===== src/rtl/gci_std_display_pixel_unpacker.sv =====
// Display-domain VRAM read back end: pops packed words from a show-ahead FIFO
// and hands them out one pixel per display request.
module gci_std_display_pixel_unpacker #(
    parameter int                 P_WORD_W          = 32,
    parameter int                 P_PIX_W           = 16,
    parameter int                 P_LINE_PIXELS     = 640,
    parameter logic [P_PIX_W-1:0] P_UNDERFLOW_COLOR = '0
) (
    input  logic                iDISP_CLOCK,
    input  logic                inRESET,
    input  logic                iRESET_SYNC,
    input  logic                iMODE_ORDER,
    input  logic                iMODE_HDOUBLE,
    input  logic                iFIFO_EMPTY,
    input  logic [P_WORD_W-1:0] iFIFO_DATA,
    output logic                oFIFO_RD_EN,
    input  logic                iDISP_REQ,
    output logic                oDISP_VALID,
    output logic [P_PIX_W-1:0]  oDISP_DATA,
    output logic                oUNDERFLOW,
    output logic                oLINE_END
);
    localparam int N     = P_WORD_W / P_PIX_W;
    localparam int IDX_W = (N > 1) ? $clog2(N) : 1;
    localparam int LC_W  = (P_LINE_PIXELS > 1) ? $clog2(P_LINE_PIXELS) : 1;
    localparam logic [IDX_W-1:0] IDX_LAST = IDX_W'(N - 1);
    localparam logic [LC_W-1:0]  LC_LAST  = LC_W'(P_LINE_PIXELS - 1);

    logic [P_WORD_W-1:0] hold_word_q, hold_word_d;
    logic                hold_valid_q, hold_valid_d;
    logic [IDX_W-1:0]    idx_q, idx_d;
    logic                rep_q, rep_d;
    logic                order_q, order_d;
    logic                hdbl_q, hdbl_d;
    logic [LC_W-1:0]     line_q, line_d;
    logic                unf_q, unf_d;
    logic                lend_q, lend_d;

    logic [N-1:0][P_PIX_W-1:0] pix_w;
    logic [IDX_W-1:0]          slot_w;
    logic                      consume_w, advance_w, exhaust_w, rd_en_w;

    assign pix_w  = hold_word_q;
    assign slot_w = order_q ? (IDX_LAST - idx_q) : idx_q;

    assign consume_w = !iRESET_SYNC && iDISP_REQ && hold_valid_q;
    // In doubling mode the first request of each pixel only flips the phase.
    assign advance_w = consume_w && !(hdbl_q && !rep_q);
    assign exhaust_w = advance_w && (idx_q == IDX_LAST);
    assign rd_en_w   = !iRESET_SYNC && !iFIFO_EMPTY && (!hold_valid_q || exhaust_w);

    always_comb begin
        hold_word_d  = hold_word_q;
        hold_valid_d = hold_valid_q;
        idx_d        = idx_q;
        rep_d        = rep_q;
        order_d      = order_q;
        hdbl_d       = hdbl_q;
        line_d       = line_q;
        unf_d        = unf_q;
        lend_d       = 1'b0;
        if (iRESET_SYNC) begin
            hold_valid_d = 1'b0;
            idx_d        = '0;
            rep_d        = 1'b0;
            line_d       = '0;
            unf_d        = 1'b0;
            order_d      = iMODE_ORDER;
            hdbl_d       = iMODE_HDOUBLE;
        end else begin
            // Line counter follows display timing, not data availability.
            if (iDISP_REQ) begin
                if (line_q == LC_LAST) begin
                    line_d = '0;
                    lend_d = 1'b1;
                end else begin
                    line_d = line_q + 1'b1;
                end
                if (!hold_valid_q)
                    unf_d = 1'b1;
            end
            if (consume_w) begin
                if (!advance_w) begin
                    rep_d = 1'b1;
                end else begin
                    rep_d = 1'b0;
                    idx_d = (idx_q == IDX_LAST) ? '0 : idx_q + 1'b1;
                end
            end
            if (rd_en_w) begin
                hold_word_d  = iFIFO_DATA;
                hold_valid_d = 1'b1;
                idx_d        = '0;
                rep_d        = 1'b0;
            end else if (exhaust_w) begin
                hold_valid_d = 1'b0;
            end
        end
    end

    always_ff @(posedge iDISP_CLOCK or negedge inRESET) begin
        if (!inRESET) begin
            hold_word_q  <= '0;
            hold_valid_q <= 1'b0;
            idx_q        <= '0;
            rep_q        <= 1'b0;
            order_q      <= 1'b0;
            hdbl_q       <= 1'b0;
            line_q       <= '0;
            unf_q        <= 1'b0;
            lend_q       <= 1'b0;
        end else begin
            hold_word_q  <= hold_word_d;
            hold_valid_q <= hold_valid_d;
            idx_q        <= idx_d;
            rep_q        <= rep_d;
            order_q      <= order_d;
            hdbl_q       <= hdbl_d;
            line_q       <= line_d;
            unf_q        <= unf_d;
            lend_q       <= lend_d;
        end
    end

    assign oFIFO_RD_EN = rd_en_w;
    assign oDISP_VALID = hold_valid_q;
    assign oDISP_DATA  = hold_valid_q ? pix_w[slot_w] : P_UNDERFLOW_COLOR;
    assign oUNDERFLOW  = unf_q;
    assign oLINE_END   = lend_q;
endmodule


===== config.mk =====
export PLATFORM = sky130hd
export DESIGN_NAME = gci_std_display_pixel_unpacker
export DESIGN_NICKNAME = d
export VERILOG_FILES = /design/src/rtl/gci_std_display_pixel_unpacker.sv
export SDC_FILE = /design/constraint.sdc
export NUM_CORES = 1
export LEC_CHECK = 0
export CORE_UTILIZATION = 49
export DETAILED_ROUTE_END_ITERATION = 16
export GPL_TIMING_DRIVEN = 0
export PLACE_DENSITY = 0.79
export SYNTH_ARGS = -nofsm -noshare
export SYNTH_HDL_FRONTEND = slang
export SYNTH_SLANG_ARGS = --single-unit

===== constraint.sdc =====
create_clock -name iDISP_CLOCK -period 1.8 [get_ports iDISP_CLOCK]
set_input_delay 0.45 -clock iDISP_CLOCK [delete_from_list [all_inputs] [get_ports iDISP_CLOCK]]
set_output_delay 0.45 -clock iDISP_CLOCK [all_outputs]
set_load 0.05 [all_outputs]

==> impl_metrics.tcl, run 1 <==
set metrics [dict create \
    layout_commonest_cell "nand2_1" \
    crit_type "register to output port" \
    synth_cells 280 \
    n_antenna_cell 0 \
    nets 397 \
    hold_viol_final 0 \
    multi_input_area_sq_mm 0.00142 \
    dp_hpwl_mm 4.56 \
    cts_sinks 49 \
    dieHeight_um 72.4 \
    avgSynthCellArea_sq_um 8.67 \
    max_slew_margin_pct 64.4 \
    r2r-start "rep_q" \
    arrival_ps 1710 \
    status "finished with violations" \
    drv_cap 0 \
    track_usage_pct 27.8 \
    cp_cell_sequence "xor2_4 > buf_12 > buf_8 > nand2_1 > a21oi_4 > buf_6" \
    synth_edf_count 0 \
    rsz0062_at_grt "true" \
    rr_worst_depth 5 \
    portBuffers 57 \
    setup_slack_ps -360 \
    drtIter0Drc 293 \
    grt_overflow 0 \
    fin_skew_ps 9.42 \
    route.detailed.drc 0 \
    grt_start_max_net_pins 36 \
    ir_worst_vdd_v 0.000541 \
    ys_seq_elements 49 \
    ant_nets 0 \
    grt_pass1_wl_mm 10.9 \
    tns_ps -5390 \
    clock_latency_ps 310 \
    cp.buffers_inverters 3 \
    cts_buffers 5 \
    core_sq_mm 0.00475 \
    pin_count 59 \
    place_congestion 0.804 \
    power.leakage_nw 1.64 \
    cp_slowest_cell "dfrtp_2" \
    dr.pass1.iters 4 \
    cts_max_level 2 \
    total_power_mw 3.26 \
    synth_ff_type "dfrtp_1" \
    grt_pass1_vias 2183 \
    reg2reg_to "hold_word_q[4]" \
    worstMarginPinSlew_ps 533 \
    r2r_slack_ps 30 \
    fillers 317 \
    syn-num-nets 320 \
    regArea_sq_mm 0.00123 \
    row_count 25 \
    violations "setup timing" \
    p_per_area_mw_per_mm2 870 \
    drt-total-wl_mm 7.29 \
    async_flop_share_pct 100 \
    clock_path_buffers 2 \
    setup_viol 17 \
    wl_per_cell_um 17.2 \
    die_w_um 72.4 \
    fin_crit_ps 2160 \
    tritoncts "done" \
    vias_per_cell 5.67 \
    layout_worst_path_cycle_share_pct 120 \
    drive_gt1_share_pct 30.4 \
    worstSetupEndpointType "output port" \
    initial_core_util_pct 51.1 \
    yosysUniqueCellTypes 40 \
    fmax_mhz 463 \
    hp-class "input pin to async pin" \
    critPathTopFamily "flip-flops" \
    critPathRequiredTime_ps 1350 \
    synth_area_sq_mm 0.00243 \
    area.growth.synth_to_final_pct 54.6 \
    layout_common_cells "nand2_1 (76), dfrtp_1 (46), clkdlybuf4s50_1 (34), o22ai_1 (32), buf_6 (24)" \
    yosysWarnings 0 \
    vias 2408 \
    fp.dieArea_sq_mm 0.00524 \
    worstPathMaxFanout 5 \
    final_max_slew_viol_count 0 \
    cts-root-buf "clkbuf_8" \
    max_stage_delay_ps 510 \
    clkTransAtPathRegs_ps 100 \
    yosysSeqAreaShare_pct 50.5 \
    antenna_found_initial 0 \
    startpoint_type "register" \
]
## flip-flops by register name, summed over array words and instances (netlist names)
name / flops
oUNDERFLOW: 1
idx_q: 1
order_q: 1
rep_q: 1
hold_word_q: 32
hdbl_q: 1
oLINE_END: 1
oDISP_VALID: 1
line_q: 10
## worst max path at each step
stage          depth (start not counted)              to         from
2_1_floorplan                          4     oFIFO_RD_EN  iRESET_SYNC
3_3_place_gp                           1     oDISP_VALID      inRESET
3_5_place_dp                           6     oFIFO_RD_EN  iRESET_SYNC
4_1_cts                                6  oDISP_DATA[11]        idx_q
5_1_grt                                6   oDISP_DATA[5]      order_q
6_report                               6  oDISP_DATA[10]      order_q
## power by group
group	switching [mW]	total, mW	internal, mW
Combinational	0.535	0.955	0.420
Clock	0.382	0.934	0.552
Sequential	0.141	1.37	1.23
## metal layers
layer  track usage, %  part of all wire, %
met5                0                    0
met4             9.15                  2.7
met3             5.83                  5.7
met2             42.8                   47
met1             39.4                   44
## per-stage QoR
stage / instance area [sq um] / utilization (%) / hold WS [ps] / setup slack (ps) / std cells
floorplan: 2590 / - / 154 / -77.1 / 280
global placement: 3240 / 68.2 / 491 / -1320 / 404
detailed placement: 3260 / 68.6 / 390 / -1130 / 405
CTS: 3620 / 76.2 / 50.9 / -347 / 424
global route: 3750 / 78.9 / 63.7 / -416 / 425
finish: 3750 / 78.9 / 37.7 / -360 / 425
## cells in the mapped netlist (2+ instances only)
library cell	count	area (sq um)
nand2_1	99	372
dfrtp_1	49	1230
o22ai_1	32	200
a21oi_1	24	120
clkbuf_1	12	45.0
buf_2	6	30.0
nor2_1	6	22.5
o31ai_1	5	37.5
or4_1	5	37.5
inv_1	4	15.0
xor2_1	3	26.3
and3_1	2	12.5
mux2_2	2	22.5
nand4_1	2	12.5
nor3_1	2	10.0
o21a_1	2	15.0
o21ai_0	2	10.0
## timing repair
action	4_1_cts	5_1_grt
hold buffers	0	0
setup endpoints to repair	51	53
cloned	2	0
buffers inserted	9	1
pin swaps	14	24
resized for setup	158	32
## worst reg2reg max path: stages, from the launching register on
cell and delay (ps):
dfrtp_1 390, and2b_1 340, o21a_4 190, buf_4 150, clkbuf_1 390, o22ai_1 170
## area by class of cell
class,instances,share of cell area [%]
Timing Repair Buffer,70,19.7
Tap cell,67,2.23
Inverter,5,0.500
Clock buffer,5,1.83
Sequential cell,49,32.8
Multi-Input combinational cell,206,37.8
Clock inverter,3,1.73
Buffer,20,3.37
## cells by family (layout without fill, tap and decap cells)
logic type,count (synthesis),after routing,share of synthesized area (%)
simple gates,126,126,23.0
compound gates,71,71,17.9
flops,49,49,50.5
buf+inv,25,103,4.64
xor+xnor,5,5,2.11
mux,3,3,1.34
fa+ha+maj,1,1,0.515
No activity file was read; power rests on OpenSTA's default activity.
==> run 2, diff against run 1 <==
- SETUP_SLACK_MARGIN: unset -> 0.2
==> run 2 against run 1 <==
The flow still finishes with violations (setup timing); sequential cell count unchanged; maximum frequency about the same; total power down 9.3%; critical path type unchanged; largest power group unchanged.
==> impl_metrics.tcl, run 2 (synthesis results as in run 1) <==
set metrics [dict create \
    grt_overflow 0 \
    cts-root-buf "clkbuf_8" \
    max_stage_delay_ps 490 \
    critPathRequiredTime_ps 1350 \
    fin_crit_ps 2160 \
    clkTransAtPathRegs_ps 90 \
    critPathTopFamily "flip-flops" \
    final_max_slew_viol_count 0 \
    crit_top_cell "buf_6" \
    hold_viol_final 0 \
    drv_cap 0 \
    status "finished with violations" \
    hp-class "input pin to async pin" \
    track_usage_pct 27.2 \
    tritoncts "done" \
    drtIter0Drc 130 \
    cts_sinks 49 \
    route.detailed.drc 0 \
    p_per_area_mw_per_mm2 797 \
    antenna_found_initial 0 \
    nets 402 \
    violations "setup timing" \
    place_area_sq_mm 0.00330 \
    worstPathMaxFanout 7 \
    ant_nets 0 \
    cp_slowest_cell "dfrtp_2" \
    drt-total-wl_mm 7.16 \
    initial_core_util_pct 51.1 \
    fmax_mhz 463 \
    arrival_ps 1710 \
    grt_start_max_net_pins 29 \
    drive_gt1_share_pct 31.7 \
    worstSetupEndpointType "output port" \
    startpoint_type "register" \
    multi_input_area_sq_mm 0.00139 \
    area.growth.synth_to_final_pct 52.9 \
    pin_count 59 \
    cp_cell_sequence "xor2_4 > buf_4 > buf_6 > nand2_4 > a21oi_4 > buf_6" \
    layout_common_cells "nand2_1 (91), dfrtp_1 (45), clkdlybuf4s50_1 (34), o22ai_1 (30), buf_6 (27)" \
    setup_slack_ps -361 \
    power.leakage_nw 1.56 \
    grt_pass1_wl_mm 10.9 \
    vias 2408 \
    row_count 25 \
    ctsHoldBuffers 0 \
    layout_worst_path_cycle_share_pct 120 \
    cts_buffers 5 \
    dpl_worst_slack_ps -1090 \
    grt_pass1_vias 2276 \
    regMostFlops "hold_word_q" \
    dr.pass1.iters 4 \
    vias_per_cell 5.60 \
    crit_type "register to output port" \
    place_congestion 0.832 \
    cp.buffers_inverters 3 \
    n_antenna_cell 0 \
    cts_max_level 2 \
    top_regs "hold_word_q (32), line_q (10)" \
    clock_latency_ps 310 \
    largest_reg_flops 32 \
    fp.dieArea_sq_mm 0.00524 \
    fillers 318 \
    dp_hpwl_mm 4.59 \
    core_sq_mm 0.00475 \
    fin_skew_ps 9.08 \
    final_cell_area_sq_mm 0.00371 \
    rsz0062_at_grt "true" \
    regArea_sq_mm 0.00123 \
    wl_per_cell_um 16.6 \
    layout_commonest_cell "nand2_1" \
    max_slew_margin_pct 63.9 \
    ir_worst_vdd_v 0.000431 \
    die_w_um 72.4 \
    clock_path_buffers 2 \
    worstMarginPinSlew_ps 542 \
    hold_slack_ps 108 \
    portBuffers 57 \
    setup_viol 17 \
    dieHeight_um 72.4 \
]
[run 2: cell count changes in the layout (fill, tap and decap cells not counted), sizes merged]
cell and change:
dlymetal6s2s -1, buf +12, dlygate4sd2 -2, bufinv -2, clkbuf -2
[run 2: area by class of cell]
type | instances | share of cell area, %
plain buffers | 20 | 4.08
clock buffers | 7 | 2.60
clock inverters | 1 | 0.135
inverters | 5 | 0.506
multi-input cells | 206 | 37.4
flip-flops and latches | 49 | 33.2
well taps | 67 | 2.26
repair buffers | 75 | 19.8
[run 2: through the flow]
stage / utilization (%) / std cells / setup TNS, ps / power [mW]
floorplan: - / 280 / -567 / 1.84
global placement: 69.2 / 404 / -80710 / 2.10
detailed placement: 69.5 / 405 / -25340 / 2.13
CTS: 75.2 / 421 / -4710 / 2.90
global route: 78.1 / 430 / -6270 / 3.08
finish: 78.1 / 430 / -5450 / 2.96
[run 2: worst reg2reg max path: stages (launching register included)]
cell	delay [ps]
dfrtp_2	500
buf_4	170
nand2b_4	60
nor4_4	290
buf_6	170
buf_2	160
o22ai_1	110
[run 2: report_power, final]
| group | switching, mW | internal, mW | leakage [nW] |
|---|---|---|---|
| registers | 0.107 | 1.23 | 0.622 |
| logic | 0.517 | 0.393 | 0.881 |
| clock network | 0.361 | 0.348 | 0.0542 |
[run 2: layer usage]
metal | up-vias | wire length [um] | global-route usage (%)
met5 | - | 0 | 0
met3 | 13 | 351 | 4.44
met4 | 0 | 109 | 6.75
met1 | 1171 | 3100 | 38.0
met2 | 82 | 3600 | 44.4
li1 | 1142 | - | -
[run 2: path summary, 6_finish.rpt]
path | start | endpoint | slack [ps] | cells after the start
worst max-delay path | order_q | oDISP_DATA[0] | -360 | 6
min in group iDISP_CLOCK | hdbl_q | hdbl_q | 510 | 1
worst min-delay path | inRESET | hold_word_q[28] | 110 | 1
max in group asynchronous | inRESET | order_q | 1130 | 2
worst max register to register | idx_q | hold_word_q[24] | 240 | 6
worst min register to register | hdbl_q | hdbl_q | 510 | 1
[run 2: repair_timing]
action                     in CTS  in global routing
pin swaps                       3                  9
cloned                          0                  1
hold endpoints to repair        0                  0
setup buffers                   8                  8
setup endpoints to repair      55                 54
resized for setup             155                 39
==> run 3, diff against run 2 <==
- CTS_BUF_LIST: unset -> sky130_fd_sc_hd__clkbuf_8 sky130_fd_sc_hd__clkbuf_16
==> results of run 3 <==
The final DEF is identical to that of run 2; final timing and power are the same.
